### config.mk
export PLATFORM = sky130hd
export DESIGN_NAME = bcd_to_bin_converter
export DESIGN_NICKNAME = d
export VERILOG_FILES = /design/src/rtl/alu_bcd_pkg.sv /design/src/rtl/bcd_digit_adjust.sv /design/src/rtl/bcd_to_bin_converter.sv
export SDC_FILE = /design/constraint.sdc
export NUM_CORES = 1
export LEC_CHECK = 0
export ABC_AREA = 1
export BUFFER_PORTS_ARGS = -buffer_cell sky130_fd_sc_hd__buf_2
export CORE_UTILIZATION = 56
export CTS_CLUSTER_DIAMETER = 60
export DETAILED_ROUTE_END_ITERATION = 8
export PLACE_DENSITY = 0.83
export SYNTH_ARGS = -nofsm -noshare
export SYNTH_HDL_FRONTEND = slang
export SYNTH_HIERARCHICAL = 1
export SYNTH_SLANG_ARGS = --single-unit
### constraint.sdc
create_clock -name clk -period 1.7 [get_ports clk]
set_input_delay 0.17 -clock clk [delete_from_list [all_inputs] [get_ports clk]]
set_output_delay 0.17 -clock clk [all_outputs]
set_load 0.02 [all_outputs]
### src/rtl/alu_bcd_pkg.sv
// Shared constants and types for the ALU's BCD conversion blocks.
// The BCD_BLANK_EN build option that uses BCD_BLANK is handled in bcd_to_bin_converter.
package alu_bcd_pkg;

    localparam logic [3:0] BCD_BLANK     = 4'hF;
    localparam logic [3:0] BCD_MAX_DIGIT = 4'd9;

    typedef logic [3:0] bcd_digit_t;

    typedef enum logic [1:0] {
        IDLE  = 2'd0,
        SHIFT = 2'd1,
        DONE  = 2'd2
    } bcd2bin_state_t;

endpackage

### src/rtl/bcd_digit_adjust.sv
// One reverse-double-dabble digit correction: a digit of 8 or more loses 3.
// Pure combinational logic, so the caller decides when the result is registered.
module bcd_digit_adjust
    import alu_bcd_pkg::*;
(
    input  bcd_digit_t digit_in,
    output bcd_digit_t digit_out
);

    assign digit_out = (digit_in >= 4'd8) ? digit_in - 4'd3 : digit_in;

endmodule

### src/rtl/bcd_to_bin_converter.sv
// Multi-cycle packed-BCD to binary converter (reverse double dabble, one result bit per cycle).
// Define BCD_BLANK_EN to accept 4'hF in the top digit as a blanked zero.
module bcd_to_bin_converter
    import alu_bcd_pkg::*;
#(
    parameter int DIGITS = 2,
    parameter int BIN_W  = 7
) (
    input  logic                  clk,
    input  logic                  rst_n,
    input  logic                  start,
    input  logic [4*DIGITS-1:0]   bcd,
    output logic                  busy,
    output logic                  done,
    output logic [BIN_W-1:0]      bin,
    output logic                  err
);

    localparam int BCD_W  = 4 * DIGITS;
    localparam int WORK_W = BCD_W + BIN_W;
    localparam int CNT_W  = $clog2(BIN_W + 1);

    bcd2bin_state_t      state, state_next;
    logic [WORK_W-1:0]   work, work_next;
    logic [CNT_W-1:0]    count, count_next;
    logic [BIN_W-1:0]    bin_next;
    logic                err_next;
    logic [BCD_W-1:0]    digits_norm;
    logic                operand_ok;
    logic                blank_top;
    logic [WORK_W-1:0]   shifted;
    logic [BCD_W-1:0]    adjusted;

    assign shifted = work >> 1;

    genvar g;
    generate
        for (g = 0; g < DIGITS; g++) begin : g_adjust
            bcd_digit_adjust u_adjust (
                .digit_in  (shifted[BIN_W + 4*g +: 4]),
                .digit_out (adjusted[4*g +: 4])
            );
        end
    endgenerate

`ifdef BCD_BLANK_EN
    assign blank_top = (bcd[BCD_W-1 -: 4] == BCD_BLANK);
`else
    assign blank_top = 1'b0;
`endif

    // A blanked top digit becomes 0; any other nibble above 9 rejects the operand.
    always_comb begin
        digits_norm = bcd;
        operand_ok  = 1'b1;
        for (int i = 0; i < DIGITS; i++) begin
            if ((i == DIGITS - 1) && blank_top) begin
                digits_norm[4*i +: 4] = 4'd0;
            end else if (bcd[4*i +: 4] > BCD_MAX_DIGIT) begin
                operand_ok = 1'b0;
            end
        end
    end

    always_comb begin
        state_next = state;
        work_next  = work;
        count_next = count;
        bin_next   = bin;
        err_next   = err;
        case (state)
            IDLE, DONE: begin
                if (start) begin
                    if (operand_ok) begin
                        work_next  = {digits_norm, {BIN_W{1'b0}}};
                        count_next = CNT_W'(BIN_W);
                        state_next = SHIFT;
                    end else begin
                        bin_next   = '0;
                        err_next   = 1'b1;
                        state_next = DONE;
                    end
                end else begin
                    state_next = IDLE;
                end
            end
            SHIFT: begin
                work_next  = {adjusted, shifted[BIN_W-1:0]};
                count_next = count - CNT_W'(1);
                if (count == CNT_W'(1)) begin
                    bin_next   = shifted[BIN_W-1:0];
                    err_next   = 1'b0;
                    state_next = DONE;
                end
            end
            default: state_next = IDLE;
        endcase
    end

    // busy/done are registered from the next state so no input reaches an output combinationally.
    always_ff @(posedge clk or negedge rst_n) begin
        if (!rst_n) begin
            state <= IDLE;
            work  <= '0;
            count <= '0;
            bin   <= '0;
            err   <= 1'b0;
            busy  <= 1'b0;
            done  <= 1'b0;
        end else begin
            state <= state_next;
            work  <= work_next;
            count <= count_next;
            bin   <= bin_next;
            err   <= err_next;
            busy  <= (state_next == SHIFT);
            done  <= (state_next == DONE);
        end
    end

endmodule

; ---- After elaboration in Yosys (flattened, before gate mapping)
; Index checks and enable logic that the tools add are counted.
[op_classes]
n_addsub = 3
magnitude_cmp = 4
eq_ne = 9
mux = 22
n_reduce_logical = 5
[op_table]
columns = cell, count
row1 = $mux W15, 2
row2 = $pmux W15 S2, 1
row3 = $mux W7, 3
row4 = $pmux W7 S2, 1
row5 = $gt A4 B4 Y1 const B, 2
row6 = $mux W4, 2
row7 = $ne A2 B2 Y1 const B, 4
row8 = $mux W2, 3
row9 = $mux W3, 2
row10 = $pmux W3 S2, 1
row11 = $mux W1, 5
row12 = $eq A2 B1 Y1 const B, 2
row13 = $eq A2 B2 Y1 const B, 2
row14 = $ge A3 B4 Y1 const B, 1
row15 = $ge A4 B4 Y1 const B, 1
row16 = $pmux W2 S2, 1
row17 = $reduce_and A4 Y1, 1
row18 = $sub A3 B2 Y4 const B, 1
row19 = $sub A4 B2 Y4 const B, 1
row20 = $eq A3 B1 Y1 const B, 1
row21 = $reduce_and A3 Y1, 1
row22 = $sub A3 B1 Y3 const B, 1
row23 = $logic_not A2 Y1, 1
row24 = $pmux W1 S2, 1
row25 = 2 further kinds, 2
[word_totals]
ff_bits = 30
input_bits = 11
output_inout_bits = 10
elab_cells = 50

; ---- Logic depth before layout (Yosys ltp)
[depth]
ltp_word = 7
ltp_mapped = 10
mapped_depth_nobuf = 10

; ---- Hierarchy
; Netlist, hierarchy kept.
[modules_own_cells]
columns = module, instances, cells_per_inst, area_each_um2
row1 = bcd_to_bin_converter, 1, 158, 1376.3
row2 = bcd_digit_adjust, 2, 16, 88.8

; ---- Least setup slack after synthesis
; No wires, ideal clock.
[synth_timing]
path_type = reg-to-reg
from = register count[1]
to = register bin[0]
setup_time_ns = 0.118
arrival_ns = 1.176
t_required_ns = 1.582
path_slack_ns = 0.406
stages_incl_launch_ff = 8
path_cell_list = dfrtp_1 inv_1 ha_1 inv_1 nor2_2 nand2_2 nand3_1 nand2_1
[synth_via]
elab_chain_cells = 3
[synth_rtl]
columns = item, line
row1 = "start, declared", bcd_to_bin_converter.sv:25  ; logic [CNT_W-1:0] count, count_next;
row2 = "start signal, assigned", bcd_to_bin_converter.sv:113  ; count <= count_next;
row3 = $eq A3 B1 Y1, bcd_to_bin_converter.sv:90  ; if (count == CNT_W'(1)) begin
row4 = $ne A2 B2 Y1 (no line), n/a
row5 = $reduce_and A4 Y1 (no line), n/a
row6 = "end signal, assigned", bcd_to_bin_converter.sv:114  ; bin <= bin_next;
row7 = "end, declared", bcd_to_bin_converter.sv:15  ; output logic [BIN_W-1:0] bin,
; Every way passes these cells.
; A chain may end at the register's enable or synchronous reset.

; ---- Worst setup path after layout
[layout_timing]
from = register state[0]
to = register work[13]
[layout_via]
elab_chain_cells = 4
elab_cells_between_ends = 9
cone_classes = eq/ne (4) / mux (1) / reduce/logical (4)
[layout_rtl]
columns = item, line
row1 = "start, declared", bcd_to_bin_converter.sv:23  ; bcd2bin_state_t state, state_next;
row2 = "start signal, assigned", bcd_to_bin_converter.sv:111  ; state <= state_next;
row3 = $eq A2 B2 Y1 / $logic_not A2 Y1 (equally long branches), bcd_to_bin_converter.sv:71  ; case (state)
row4 = $reduce_or A2 Y1, bcd_to_bin_converter.sv:71
row5 = $ne A2 B2 Y1 (no line) / $reduce_bool A2 Y1 (equally long branches), n/a
row6 = $reduce_and A3 Y1 (no line), n/a
row7 = "end signal, assigned", bcd_to_bin_converter.sv:112  ; work <= work_next;
row8 = "end, declared", bcd_to_bin_converter.sv:24  ; logic [WORK_W-1:0] work, work_next;
; Parallel ways exist; a longest one is shown, timed or not.

==> results.json <==
{
  "wire_per_inst_um": 12.7,
  "max-vdd-ir-drop_mv": 0.876,
  "grt_first_pass_wirelength_mm": 5.15,
  "reg2reg_slack_ns": 0.15,
  "crit_arrival_ns": 1.81,
  "drc": 0,
  "routed_wl_mm": 3.17,
  "synth_seq_cells": 29,
  "antenna_found_initial": 0,
  "critical-path-max-stage-delay_ns": 0.57,
  "port_buffers": 20,
  "vias": 1293,
  "stdcell_count": 250,
  "syn_to_final_growth_pct": 13.8,
  "diodes": 0,
  "async_flop_share_pct": 100,
  "synthCells": 190,
  "die_y_um": 54.7,
  "grt_max_degree": 30,
  "cts_buffers": 5,
  "grt-ovfl-total": 0,
  "netlist.area_leader.share_pct": 46.7,
  "fin_hold_ws_ns": 0.127,
  "gp_congestion": 0.844,
  "synth_cell_types": 21,
  "yosys.area.top_type": "dfrtp_1",
  "drive_gt1_share_pct": 18.2,
  "power.leakage_nw": 1.03,
  "rows": 18,
  "place_inst": 241,
  "dp_hpwl_mm": 2.25,
  "path_cells": "inv_4, nor2_8, inv_4, nand2_2, nand2_1, nand2_1",
  "yosysMostFrequentCell": "nand2_1",
  "power_density_nw_per_um2": 1100,
  "cpMaxStageDelayCell": "dfrtp_1",
  "die-area_um2": 2990,
  "grt_pass1_vias": 1223,
  "slew_headroom_pct": 58.6,
  "crit_path_end_kind": "flip-flop",
  "critical_path.max_fanout": 27,
  "period_share_pct": 90.9,
  "syn-cell-area_um2": 1550,
  "critPathKind": "reg -> reg",
  "clk_pin_slew_worst_paths_ns": 0.09,
  "clockRootBuffer": "clkbuf_4",
  "core_um2": 2540,
  "fin_nets": 236,
  "synth-main-ff-cell": "dfrtp_1",
  "multi_input_area_um2": 734,
  "power_mw": 1.95,
  "timing.final.max_slew_violations": 0,
  "num-fill-cells": 216,
  "finalHoldViolCount": 0,
  "worstHoldPathType": "in -> reg",
  "period_minus_slack_ns": 1.55,
  "max_cap_viol_count": 0,
  "synth_commonest_cells": "81 x nand2_1, 29 x dfrtp_1, 25 x nand3_1",
  "die_w_um": 54.7,
  "synth-edff-count": 0,
  "cts.sinks": 29,
  "htree_levels": 2,
  "status": "finished clean",
  "fmax_mhz": 647,
  "cts_tree": "built",
  "vias_per_cell": 5.17,
  "netlist_top_cells_area": "dfrtp_1 47%, nand2_1 20%, nand3_1 8.1%, ha_1 4.8%, inv_1 3.6%",
  "finish.utilization_pct": 69.5,
  "crit_family": "simple AND/OR/NAND/NOR gates",
  "rsz0062_at_grt": "false",
  "cts_buffer_depth": 2,
  "setup_violations": 0,
  "finalSetupTns_ns": 0,
  "ff_latch_area_um2": 726,
  "cp.required_ns": 1.97,
  "dr.pass1.iters": 4,
  "clk_latency_ns": 0.33,
  "path_buf_inv": 2,
  "skew_ns": 0.0126,
  "gr-usage-all-layers_pct": 25.4,
  "io_pins": 21,
  "yosysWarnings": 6,
  "avgSynthCellArea_um2": 8.18,
  "worstMarginPinSlew_ns": 0.621,
  "drtIter0Drc": 23,
  "start_util_pct": 61.1,
  "ant_nets": 0,
  "start_kind": "flip-flop",
  "yosysSeqAreaShare_pct": 46.7
}
worst paths after layout:
path,start,endpoint,depth (start not counted)
setup / recovery,state[0]$_DFF_PN0_,work[13]$_DFFE_PN0P_,6
hold / removal,bcd[4],work[11]$_DFFE_PN0P_,5
setup reg to reg,state[0]$_DFF_PN0_,work[13]$_DFFE_PN0P_,6
hold reg to reg,err$_DFFE_PN0P_,err$_DFFE_PN0P_,2
max in group asynchronous,rst_n,work[3]$_DFFE_PN0P_,2
min in group asynchronous,rst_n,work[10]$_DFFE_PN0P_,2
layer usage:
metal | GRT usage, % | vias up | wire, um
li1 | - | 654 | -
met1 | 29.4 | 606 | 1390
met2 | 42.8 | 25 | 1590
met3 | 5.83 | 8 | 105
met4 | 14.1 | 0 | 78
met5 | 0 | - | 0
stage by stage:
step | setup slack, ns | instance area, um^2
after floorplan | 0.406 | 1570
after global placement | 0.269 | 1670
after detailed placement | 0.206 | 1670
after CTS | 0.166 | 1770
after global routing | 0.00426 | 1770
final | 0.154 | 1770
worst min-delay path, stage by stage:
cell and delay [ns]:
buf_2 0.08, nand2_1 0.04, nand2_1 0.05, nand2_1 0.05, nand2_1 0.05
logic make-up (layout without fill, tap and decap cells):
| logic type | after synthesis | after routing | share of synthesized area, % |
|---|---|---|---|
| xor gates and xnor gates | 2 | 2 | 1.13 |
| adders and majority gates | 6 | 6 | 4.83 |
| AOI/OAI and AO/OA | 8 | 8 | 3.86 |
| and+or+nand+nor | 122 | 122 | 36.0 |
| DFF | 29 | 29 | 46.7 |
| other | 1 | 6 | 0.241 |
| buffers and inverters | 22 | 47 | 7.25 |
power breakdown:
part | internal [mW] | switching [mW] | leakage (nW)
Sequential | 0.800 | 0.119 | 0.373
Combinational | 0.167 | 0.280 | 0.607
Clock | 0.351 | 0.236 | 0.0455
sequential cells by signal, indices dropped and copies added, names as in the netlist:
name / count
bin: 7
done: 1
count: 3
err: 1
work: 14
busy: 1
state: 2
what timing repair did:
action                    4_1_cts  5_1_grt
hold buffers                    1        0
resized for setup               0        0
buffers inserted                0        0
hold endpoints to repair       29        0
cell usage in the layout (no fill, tap or decap), types with 4 or more instances in the layout:
cell type  Yosys  layout
buf_2          2      20
clkbuf_4       0       5
conb_1         1       6
dfrtp_1       29      29
ha_1           6       6
inv_1         15      15
nand2_1       81      81
nand2_2        4       4
nand3_1       25      25
nand4_1        7       7
area by class of cell:
type                       count  share of cell area [%]
clock inverter                 1                    1.70
clock buffer                   7                    3.11
timing repair buffer          22                    6.65
tap                           30                    2.12
inverter                      17                    3.89
multi-input combinational    144                    41.5
sequential                    29                    41.0
(Power assumes the default switching activity.)
